`config.mk`:
```
export PLATFORM = sky130hd
export DESIGN_NAME = jtag_byte_deframer
export DESIGN_NICKNAME = d
export VERILOG_FILES = /design/src/rtl/jtag_byte_deframer.sv
export SDC_FILE = /design/constraint.sdc
export NUM_CORES = 1
export LEC_CHECK = 0
export ABC_AREA = 1
export CORE_ASPECT_RATIO = 2
export CORE_MARGIN = 2
export CORE_UTILIZATION = 43
export DETAILED_ROUTE_END_ITERATION = 10
export PLACE_DENSITY = 0.84
export SETUP_SLACK_MARGIN = 0.2
export SLEW_MARGIN = 15
export SYNTH_ARGS = -nofsm -noshare
export SYNTH_HDL_FRONTEND = slang
export SYNTH_SLANG_ARGS = --single-unit
```
`constraint.sdc`:
```
create_clock -name tck -period 1.39 [get_ports tck]
set_input_delay 0.3475 -clock tck [delete_from_list [all_inputs] [get_ports tck]]
set_output_delay 0.3475 -clock tck [all_outputs]
set_load 0.03 [all_outputs]
```
`src/rtl/jtag_byte_deframer.sv`:
```
// USER-DR scan deframer: drops leading bypass bits and reassembles LSB-first bytes with frame pulses.
// Optional frame statistics (frame_bytes, frame_error) are built when DEFRAMER_STATS_EN is defined.
module jtag_byte_deframer #(
    parameter int SKIP_BITS   = 1,
    parameter int COUNT_WIDTH = 21
) (
    input  logic                   tck,
    input  logic                   rst_n,
    input  logic                   test_logic_reset,
    input  logic                   ir_is_user,
    input  logic                   capture_dr,
    input  logic                   shift_dr,
    input  logic                   update_dr,
    input  logic                   tdi,
    output logic                   byte_valid,
    output logic [7:0]             byte_data,
    output logic                   frame_start,
    output logic                   frame_end,
    output logic [COUNT_WIDTH-1:0] frame_bytes,
    output logic                   frame_error
);

    typedef enum logic [1:0] {
        ST_IDLE  = 2'd0,
        ST_SKIP  = 2'd1,
        ST_SHIFT = 2'd2
    } state_t;

    localparam int SKIP_W = (SKIP_BITS > 1) ? $clog2(SKIP_BITS) : 1;
    localparam logic [SKIP_W-1:0] SKIP_LAST = (SKIP_BITS > 0) ? SKIP_W'(SKIP_BITS - 1) : '0;
    localparam state_t FIRST_STATE = (SKIP_BITS == 0) ? ST_SHIFT : ST_SKIP;

    state_t            state_r, state_s;
    logic [SKIP_W-1:0] skip_cnt_r, skip_cnt_s;
    logic [2:0]        bit_idx_r, bit_idx_s;
    logic [7:0]        shreg_r, shreg_s;
    logic [7:0]        byte_data_r, byte_data_s;
    logic              byte_valid_r, byte_valid_s;
    logic              frame_start_r, frame_start_s;
    logic              frame_end_r, frame_end_s;
    logic              abort_s, start_s, end_s;

    // Next-state and datapath: abort beats capture beats update beats shift.
    always_comb begin
        state_s       = state_r;
        skip_cnt_s    = skip_cnt_r;
        bit_idx_s     = bit_idx_r;
        shreg_s       = shreg_r;
        byte_data_s   = byte_data_r;
        byte_valid_s  = 1'b0;
        frame_start_s = 1'b0;
        frame_end_s   = 1'b0;
        abort_s       = test_logic_reset | ~ir_is_user;
        start_s       = ~abort_s & capture_dr;
        end_s         = ~abort_s & ~capture_dr & update_dr & (state_r != ST_IDLE);

        if (abort_s) begin
            state_s    = ST_IDLE;
            skip_cnt_s = '0;
            bit_idx_s  = 3'd0;
            shreg_s    = 8'h00;
        end else if (start_s) begin
            state_s       = FIRST_STATE;
            skip_cnt_s    = '0;
            bit_idx_s     = 3'd0;
            shreg_s       = 8'h00;
            frame_start_s = 1'b1;
        end else if (end_s) begin
            state_s     = ST_IDLE;
            skip_cnt_s  = '0;
            bit_idx_s   = 3'd0;
            shreg_s     = 8'h00;
            frame_end_s = 1'b1;
        end else if (shift_dr) begin
            case (state_r)
                ST_SKIP: begin
                    if (skip_cnt_r == SKIP_LAST) begin
                        state_s    = ST_SHIFT;
                        skip_cnt_s = '0;
                    end else begin
                        skip_cnt_s = skip_cnt_r + SKIP_W'(1);
                    end
                end
                ST_SHIFT: begin
                    shreg_s   = {tdi, shreg_r[7:1]};
                    bit_idx_s = bit_idx_r + 3'd1;
                    if (bit_idx_r == 3'd7) begin
                        byte_data_s  = {tdi, shreg_r[7:1]};
                        byte_valid_s = 1'b1;
                    end else begin
                        byte_valid_s = 1'b0;
                    end
                end
                default: begin
                    state_s = ST_IDLE;
                end
            endcase
        end else begin
            state_s = state_r;
        end
    end

    // State, datapath and output pulse registers.
    always_ff @(posedge tck or negedge rst_n) begin
        if (!rst_n) begin
            state_r       <= ST_IDLE;
            skip_cnt_r    <= '0;
            bit_idx_r     <= 3'd0;
            shreg_r       <= 8'h00;
            byte_data_r   <= 8'h00;
            byte_valid_r  <= 1'b0;
            frame_start_r <= 1'b0;
            frame_end_r   <= 1'b0;
        end else begin
            state_r       <= state_s;
            skip_cnt_r    <= skip_cnt_s;
            bit_idx_r     <= bit_idx_s;
            shreg_r       <= shreg_s;
            byte_data_r   <= byte_data_s;
            byte_valid_r  <= byte_valid_s;
            frame_start_r <= frame_start_s;
            frame_end_r   <= frame_end_s;
        end
    end

    assign byte_valid  = byte_valid_r;
    assign byte_data   = byte_data_r;
    assign frame_start = frame_start_r;
    assign frame_end   = frame_end_r;

`ifdef DEFRAMER_STATS_EN
    logic [COUNT_WIDTH-1:0] frame_bytes_r, frame_bytes_s;
    logic                   frame_error_r, frame_error_s;

    // A restart over a pending partial byte flags the error even though the new frame begins clean.
    always_comb begin
        frame_bytes_s = frame_bytes_r;
        frame_error_s = frame_error_r;
        if (start_s) begin
            frame_bytes_s = {COUNT_WIDTH{1'b0}};
            frame_error_s = (state_r != ST_IDLE) && (bit_idx_r != 3'd0);
        end else if (end_s) begin
            frame_error_s = frame_error_r | (bit_idx_r != 3'd0);
        end else if (byte_valid_s && (frame_bytes_r != {COUNT_WIDTH{1'b1}})) begin
            frame_bytes_s = frame_bytes_r + COUNT_WIDTH'(1);
        end else begin
            frame_bytes_s = frame_bytes_r;
        end
    end

    // Statistics registers.
    always_ff @(posedge tck or negedge rst_n) begin
        if (!rst_n) begin
            frame_bytes_r <= {COUNT_WIDTH{1'b0}};
            frame_error_r <= 1'b0;
        end else begin
            frame_bytes_r <= frame_bytes_s;
            frame_error_r <= frame_error_s;
        end
    end

    assign frame_bytes = frame_bytes_r;
    assign frame_error = frame_error_r;
`else
    assign frame_bytes = {COUNT_WIDTH{1'b0}};
    assign frame_error = 1'b0;
`endif

endmodule

```
# == Word-level counts from Yosys, hierarchy flattened ==
# Cells that the tools add are included.
# totals
reg_bits,25
input_bits,8
# op_classes
add_sub_neg,2
n_eq_ne,5
n_mux,33
n_bitwise,10
reduce_logical,8
# op_table
operator,count
$mux W8,5
$mux W1,17
$mux W3,5
$reduce_bool A4 Y1,3
$mux W2,5
$reduce_and A6 Y1,1
$ne A5 B5 Y1 const B,1
$not A1 Y1,5
$and A1 B1 Y1,4
$ne A4 B4 Y1 const B,1
$pmux W2 S2,1
$reduce_and A2 Y1,2
$add A3 B1 Y3 const B,1
$eq A3 B3 Y1 const B,1
$reduce_and A3 Y1,1
$eq A2 B1 Y1 const B,1
$eq A2 B2 Y1 const B,1
$reduce_bool A2 Y1,1
$add A1 B1 Y1 const B,1
$or A1 B1 Y1,1

# == Depth between registers and ports, before layout ==
# Gate-level depths: netlist of the first run.
# depth
ltp_word,9
mapped_depth,9

# == Worst setup path after synthesis of the first run ==
# OpenSTA, ideal clock, no wires.
# synth_timing
path_kind,register -> register
from,register bit_idx_r[0]
to,register byte_data_r[0] (netlist: byte_data[0])
setup_ns,0.118
arrival_ns,1.117
required_ns,1.272
slack_ns,0.155
stages_incl_launch_ff,10
n_path_buf,0
cell_sequence,dfrtp_1 > ha_1 > ha_1 > nand2_1 > inv_1 > nand2_1 > nor2_4 > nand3_4 > nand2_1 > nand2_1
# synth_between
elab_chain_len,2
# synth_rtl
item,line_no,text
"start, declared",35,"logic [2:0] bit_idx_r, bit_idx_s;"
"start signal, assigned",117,bit_idx_r <= bit_idx_s;
$eq A3 B3 Y1,87,if (bit_idx_r == 3'd7) begin
$reduce_and A6 Y1 (no line),-,
"end signal, assigned",119,byte_data_r <= byte_data_s;
"end, declared",37,"logic [7:0] byte_data_r, byte_data_s;"
# No other way between the ends.
# A chain may end at the register's enable or synchronous reset.

# == Final worst setup path of the first run ==
# layout_timing
from,register bit_idx_r[1]
to,register byte_data_r[1] (netlist: byte_data[1])
# The elaborated chain is that of the path after synthesis.

==> results.cfg, run 1 <==
[synth]
ys_top_cells_by_area = dfrtp_1, nand2_1, buf_4
synth.top_cells.by_count = nand2_1, buf_4, dfrtp_1
synth_enable_flop_cells = 0
yosys.cell_count.top_type = nand2_1
synthArstFlopShare = 1.00
netlist_instances = 151
yosysWarningCount = 0
ys_seq_area_frac = 0.448
synth_cell_type_count = 18
synth.ff_latch_count = 23
avgSynthCellArea_sq_um = 8.51
synth.largest_area_cell = dfrtp_1
post_synth_instance_area_sq_mm = 0.00128
synth_top_flop_cell = dfrtp_1
yosysTopAreaCellShare = 0.448

[place]
hpwlAfterDp_um = 1980
buffer_ports.inserted = 18
placed_cells = 208
dp_worst_setup_slack_ns = -0.344
globalplace.congestion = 0.857

[worst_setup_path]
start_kind = register
timing.critical_path.max_delay_family = simple AND/OR/NAND/NOR gates
worst-endpoint-arrival_ns = 1.53
cp_cell_sequence = ha_1, ha_1, nand2_1, inv_2, nand2_2, nor2_4, nand3_4, nand2_1, nand2_1
critical_path.endpoint_type = register
critical_path.reg2reg.startpoint = bit_idx_r[1]
slowest_stage = dfrtp_1
crit_path_max_incr_delay_ns = 0.37
regToRegEndpoint = byte_data[1]
timing.critical_path.required_ns = 1.55
max_fo_critical_path = 9
crit_path_top_cell_by_count = nand2_1
ff2ff_path_depth = 9
path_class = register to register
number_of_buffer_and_inverter_stages_on_the_critical_path = 1
timing.reg2reg.setup_slack_ns = 0.02

[finish]
final_layout_size_suffix_gt1_frac = 0.337
synthToLayoutAreaGrowth_pct = 25.5
fillers = 284
final_core_utilization = 0.555
instances_no_fill = 220
design.final.nets = 201
diodes = 0

[timing]
fin_tns_setup_ns = 0
max_clock_freq_ghz = 0.732
slew_violations = 0
postLayoutSetupSlackWorst_ns = 0.0243
setup_viol = 0
clock_skew_ns = 0.00800
grt_setup_unrepaired = true
min_period_over_period = 0.982
final.hold.worst_slack_ns = 0.413
timing.final.hold_violations = 0
final.min_clock_period_ns = 1.37

[drt]
drt_iter0_drc = 25
detail-route-antenna-nets = 0
via_per_inst = 4.98
count_of_unresolved_drc_violations_after_routing = 0
vias = 1096
avgRoutedWirePerCell_um = 12.2
drt_pre_antenna_iters = 4
finalWirelength_um = 2680

[grt]
grt_pass1_wl_um = 4470
grt_util_all_layers = 0.169
grt_overflow = 0
vias_in_the_first_global_route = 1034
antenna_violations_before_repair = 0
grt_start_max_net_pins = 24

[pwr]
power.static_leakage_nw = 0.935
pwr_per_cell_area_mw_per_mm2 = 811
max-vdd-ir-drop_v = 0.000500

[floorplanning]
die_area_sq_mm = 0.00347
core_area_sq_mm = 0.00291
row_count = 28
initial_cell_density_of_the_core = 0.442
die_height_um = 81.3
ios = 41
die_width_um = 42.7

[cts]
clkLatencyLatePin_ns = 0.27
cts_hold_repair.buffers = 0
tritoncts_num_sinks = 23
tritoncts = yes
cts_htree_levels = 1
worst_setup_hold_path_clk_slew_ns = 0.09
clk_root_buffer_cell = clkbuf_8
numCtsBuffers = 3
cts.path.max_buffers = 2

[worst_hold_path]
hold_path.class = primary input to asynchronous set/reset pin

[flow_run]
max_capacitance_violation_count = 0

[status]
run_status = completed
==> worst max path at each step <==
stage	from	endpoint	slack, ns	depth (start not counted)
3_3_place_gp	ir_is_user	shreg_r[6]	-0.28	7
3_5_place_dp	ir_is_user	shreg_r[3]	-0.34	7
2_1_floorplan	bit_idx_r[0]	byte_data[0]	0.16	9
5_1_grt	bit_idx_r[1]	byte_data[2]	-0.08	9
4_1_cts	bit_idx_r[1]	byte_data[1]	0.009	9
6_report	bit_idx_r[1]	byte_data[1]	0.02	9
==> metrics by stage <==
step           power (mW)  instance area, sq um
3_3_place_gp        0.887                  1500
5_1_grt              1.36                  1610
3_5_place_dp        0.889                  1500
2_1_floorplan       0.865                  1370
4_1_cts              1.31                  1550
6_report             1.31                  1610
==> logic make-up (layout without fill, tap and decap cells) <==
kind of cell               after synthesis  count (layout)  share of synthesized area
and+or+nand+nor                         86              87                      0.346
DFF                                     23              23                      0.448
other                                    1              22                    0.00292
AOI/OAI and AO/OA                        1               1                    0.00584
adders and majority gates                2               2                     0.0195
buffers and inverters                   38              55                      0.178
==> power breakdown <==
part	internal [mW]	total [mW]	switching (mW)
Sequential	0.673	0.678	0.00458
Clock	0.201	0.425	0.224
Combinational	0.0505	0.205	0.155
Total	0.924	1.31	0.383
==> worst reg2reg max path, delay by kind of cell, from the launching register on <==
family / cells / cell delay [ns]
buffers and inverters: 1 / 0.08
DFF: 1 / 0.37
and+or+nand+nor: 6 / 0.53
adders and majority gates: 2 / 0.29
==> metal layers <==
layer	vias to the layer above	global-route usage	routed length [um]
li1	516	-	-
met1	517	0.169	907
met2	54	0.321	1560
met3	9	0.0156	124
met4	0	0.103	88
met5	-	0	0
==> flip-flops by register name (all words and copies together) (netlist names) <==
name and count:
frame_start 1, shreg_r 7, bit_idx_r 3, byte_valid 1
byte_data 8, frame_end 1, state_r 2
==> layout make-up <==
cell class / count / area, sq um / share of cell area
multi-input cells: 112 / 591 / 0.366
flip-flops and latches: 23 / 576 / 0.357
repair buffers: 37 / 310 / 0.192
inverters: 14 / 52.6 / 0.0326
clock buffers: 3 / 41.3 / 0.0256
well taps: 30 / 37.5 / 0.0233
clock inverters: 1 / 5.00 / 0.00310
==> timing repair <==
action / in CTS / in global routing
pin swaps: 3 / 0
buffers inserted: 1 / 6
gates resized for setup: 41 / 15
setup endpoints to repair: 29 / 29
gates cloned: 1 / 0
==> placed cells by master, fill, tap and decap left out, types with 2 or more instances in the layout <==
cell / instances
nand2_1: 47
dfrtp_1: 23
conb_1: 22
buf_4: 22
inv_2: 11
nand4_1: 10
nand3_1: 10
nor2_4: 6
nor2_2: 4
dlygate4sd2_1: 4
buf_6: 4
nand2_2: 3
nand2_4: 3
inv_1: 3
clkbuf_8: 3
clkdlybuf4s50_1: 3
buf_2: 3
nand3_2: 2
ha_1: 2
(Power assumes the default switching activity.)
==> inputs of run 2 (changes only) <==
--- a/config.mk
+++ b/config.mk
@@ -11,6 +11,7 @@
 export CORE_UTILIZATION = 43
 export DETAILED_ROUTE_END_ITERATION = 10
 export PLACE_DENSITY = 0.84
+export RECOVER_POWER = 25
 export SETUP_SLACK_MARGIN = 0.2
 export SLEW_MARGIN = 15
 export SYNTH_ARGS = -nofsm -noshare
==> run 2 against run 1 <==
Against the previous run:
- utilization decreased by 0.086 points
- non-clock buffer count unchanged
- routed wire length unchanged
- sequential share of layout area increased by 0.056 points
- via count unchanged
- clock-buffer cell count unchanged
- clock power about the same
- total power decreased by 0.11%
- final area decreased by 0.16%
- largest cell class unchanged
==> results.cfg, run 2 (synthesis gave the netlist of run 1 again) <==
[status]
run_status = completed

[drt]
drt_iter0_drc = 25
avgRoutedWirePerCell_um = 12.2
via_per_inst = 4.98
drt_pre_antenna_iters = 4
count_of_unresolved_drc_violations_after_routing = 0
vias = 1096
finalWirelength_um = 2680
detail-route-antenna-nets = 0

[finish]
synthToLayoutAreaGrowth_pct = 25.3
design.final.nets = 201
largest_reg_flops = 8
final_core_utilization = 0.554
diodes = 0
final_layout_size_suffix_gt1_frac = 0.337
mostFrequentLayoutCell = nand2_1
layout.cells.most_common_list = nand2_1, dfrtp_1, conb_1

[cts]
cts_htree_levels = 1
tritoncts = yes
worst_setup_hold_path_clk_slew_ns = 0.08
cts.path.max_buffers = 2
tritoncts_num_sinks = 23
clkLatencyLatePin_ns = 0.27
clk_root_buffer_cell = clkbuf_8
numCtsBuffers = 3

[timing]
fin_tns_setup_ns = 0
slew_violations = 0
grt_setup_unrepaired = true
min_period_over_period = 0.982
worst-slew-pin-transition_ns = 0.563
max_clock_freq_ghz = 0.732
final.min_clock_period_ns = 1.37
slew_limit_headroom = 0.625
setup_viol = 0
timing.final.hold_violations = 0
clock_skew_ns = 0.00800
postLayoutSetupSlackWorst_ns = 0.0243

[pwr]
power.static_leakage_nw = 0.934
max-vdd-ir-drop_v = 0.000499
share_seq_of_total_power = 0.519
power.net_switching_uw = 383
power_internal_uw = 923
p_sw_frac = 0.293
pwr_per_cell_area_mw_per_mm2 = 811
comb_power_share = 0.156
power.clock.fraction = 0.325

[place]
hpwlAfterDp_um = 1980
globalplace.congestion = 0.857
buffer_ports.inserted = 18
dp_worst_setup_slack_ns = -0.344

[grt]
vias_in_the_first_global_route = 1034
antenna_violations_before_repair = 0
grt_overflow = 0
grt_start_max_net_pins = 24
grt_util_all_layers = 0.169
grt_pass1_wl_um = 4470

[worst_hold_path]
min_delay_worst_endpoint = byte_data[0]
hold_path.class = register to register
hold_path.startpoint = byte_data[0]
min_path_cells = 2

[floorplanning]
row_count = 28
die_area_sq_mm = 0.00347
core_area_sq_mm = 0.00291
initial_cell_density_of_the_core = 0.442
die_width_um = 42.7
ios = 41
die_height_um = 81.3

[worst_setup_path]
path_class = register to register
timing.critical_path.required_ns = 1.55
regToRegEndpoint = byte_data[1]
ff2ff_path_depth = 9
cp_cell_sequence = ha_1, ha_1, nand2_1, inv_2, nand2_2, nor2_4, nand3_4, nand2_1, nand2_1
max_fo_critical_path = 9
timing.reg2reg.setup_slack_ns = 0.02
crit_path_max_incr_delay_ns = 0.37
worst-endpoint-arrival_ns = 1.53
critical_path_launch_point = bit_idx_r[1]
crit_path_top_cell_by_count = nand2_1
start_kind = register
critical_path.endpoint_type = register
critical_path.reg2reg.startpoint = bit_idx_r[1]
slowest_stage = dfrtp_1

[flow_run]
max_capacitance_violation_count = 0
==> run 2: cell types whose count changed in the layout (fill, tap and decap cells not counted), sizes merged <==
cell / change
clkbuf: +1
buf: -1
clkdlybuf4s50: -1
dlygate4sd3: +1
==> run 2: per-stage QoR <==
stage	std cells	power (mW)	hold WS, ns	area, sq um
after CTS	214	1.31	0.428	1550
after global routing	220	1.36	0.516	1610
after floorplan	172	0.865	0.0519	1370
after global placement	208	0.887	0.458	1500
after detailed placement	208	0.889	0.468	1500
final	220	1.31	0.483	1610
==> run 2: timing repair <==
item                                   in CTS  in global routing
gates cloned                                1                  0
endpoints found under the hold margin       0                  0
setup endpoints to repair                  29                 29
buffers inserted                            1                  6
hold buffers                                0                  0
resized for setup                          41                 15
pin swaps                                   3                  0
==> run 2: cell type report <==
class                   count  area, sq um
fillers                   285         1300
multi-input cells         112          591
flip-flops and latches     23          576
repair buffers             37          308
inverters                  14         52.6
clock buffers               3         41.3
well taps                  30         37.5
clock inverters             1         5.00
==> run 2: power by group through the flow <==
stage               Sequential (mW)  Combinational, mW  Clock (mW)
finish                        0.678              0.204       0.425
global route                  0.678              0.220       0.459
detailed placement            0.691              0.199           0
global placement              0.691              0.196           0
CTS                           0.677              0.205       0.426
floorplan                     0.693              0.172           0
==> run 2: layer usage <==
metal / wire length [um] / track usage / vias to the layer above / share of wire
li1: - / - / 516 / -
met2: 1560 / 0.321 / 54 / 0.58
met5: 0 / 0 / - / 0
met3: 124 / 0.0156 / 9 / 0.046
met1: 907 / 0.169 / 517 / 0.34
met4: 88 / 0.103 / 0 / 0.033
==> run 2: worst max-delay path by stage <==
stage	to	slack, ns
6_report	byte_data[1]	0.02
3_3_place_gp	shreg_r[6]	-0.28
3_5_place_dp	shreg_r[3]	-0.34
4_1_cts	byte_data[1]	0.009
5_1_grt	byte_data[2]	-0.08
2_1_floorplan	byte_data[0]	0.16
==> run 2: critical path: cells and delay by family (launching register included) <==
family	cells	cell delay [ns]
adder cells (fa/ha/maj)	2	0.29
buffers and inverters	1	0.08
flip-flops	1	0.37
AND/OR/NAND/NOR	6	0.53
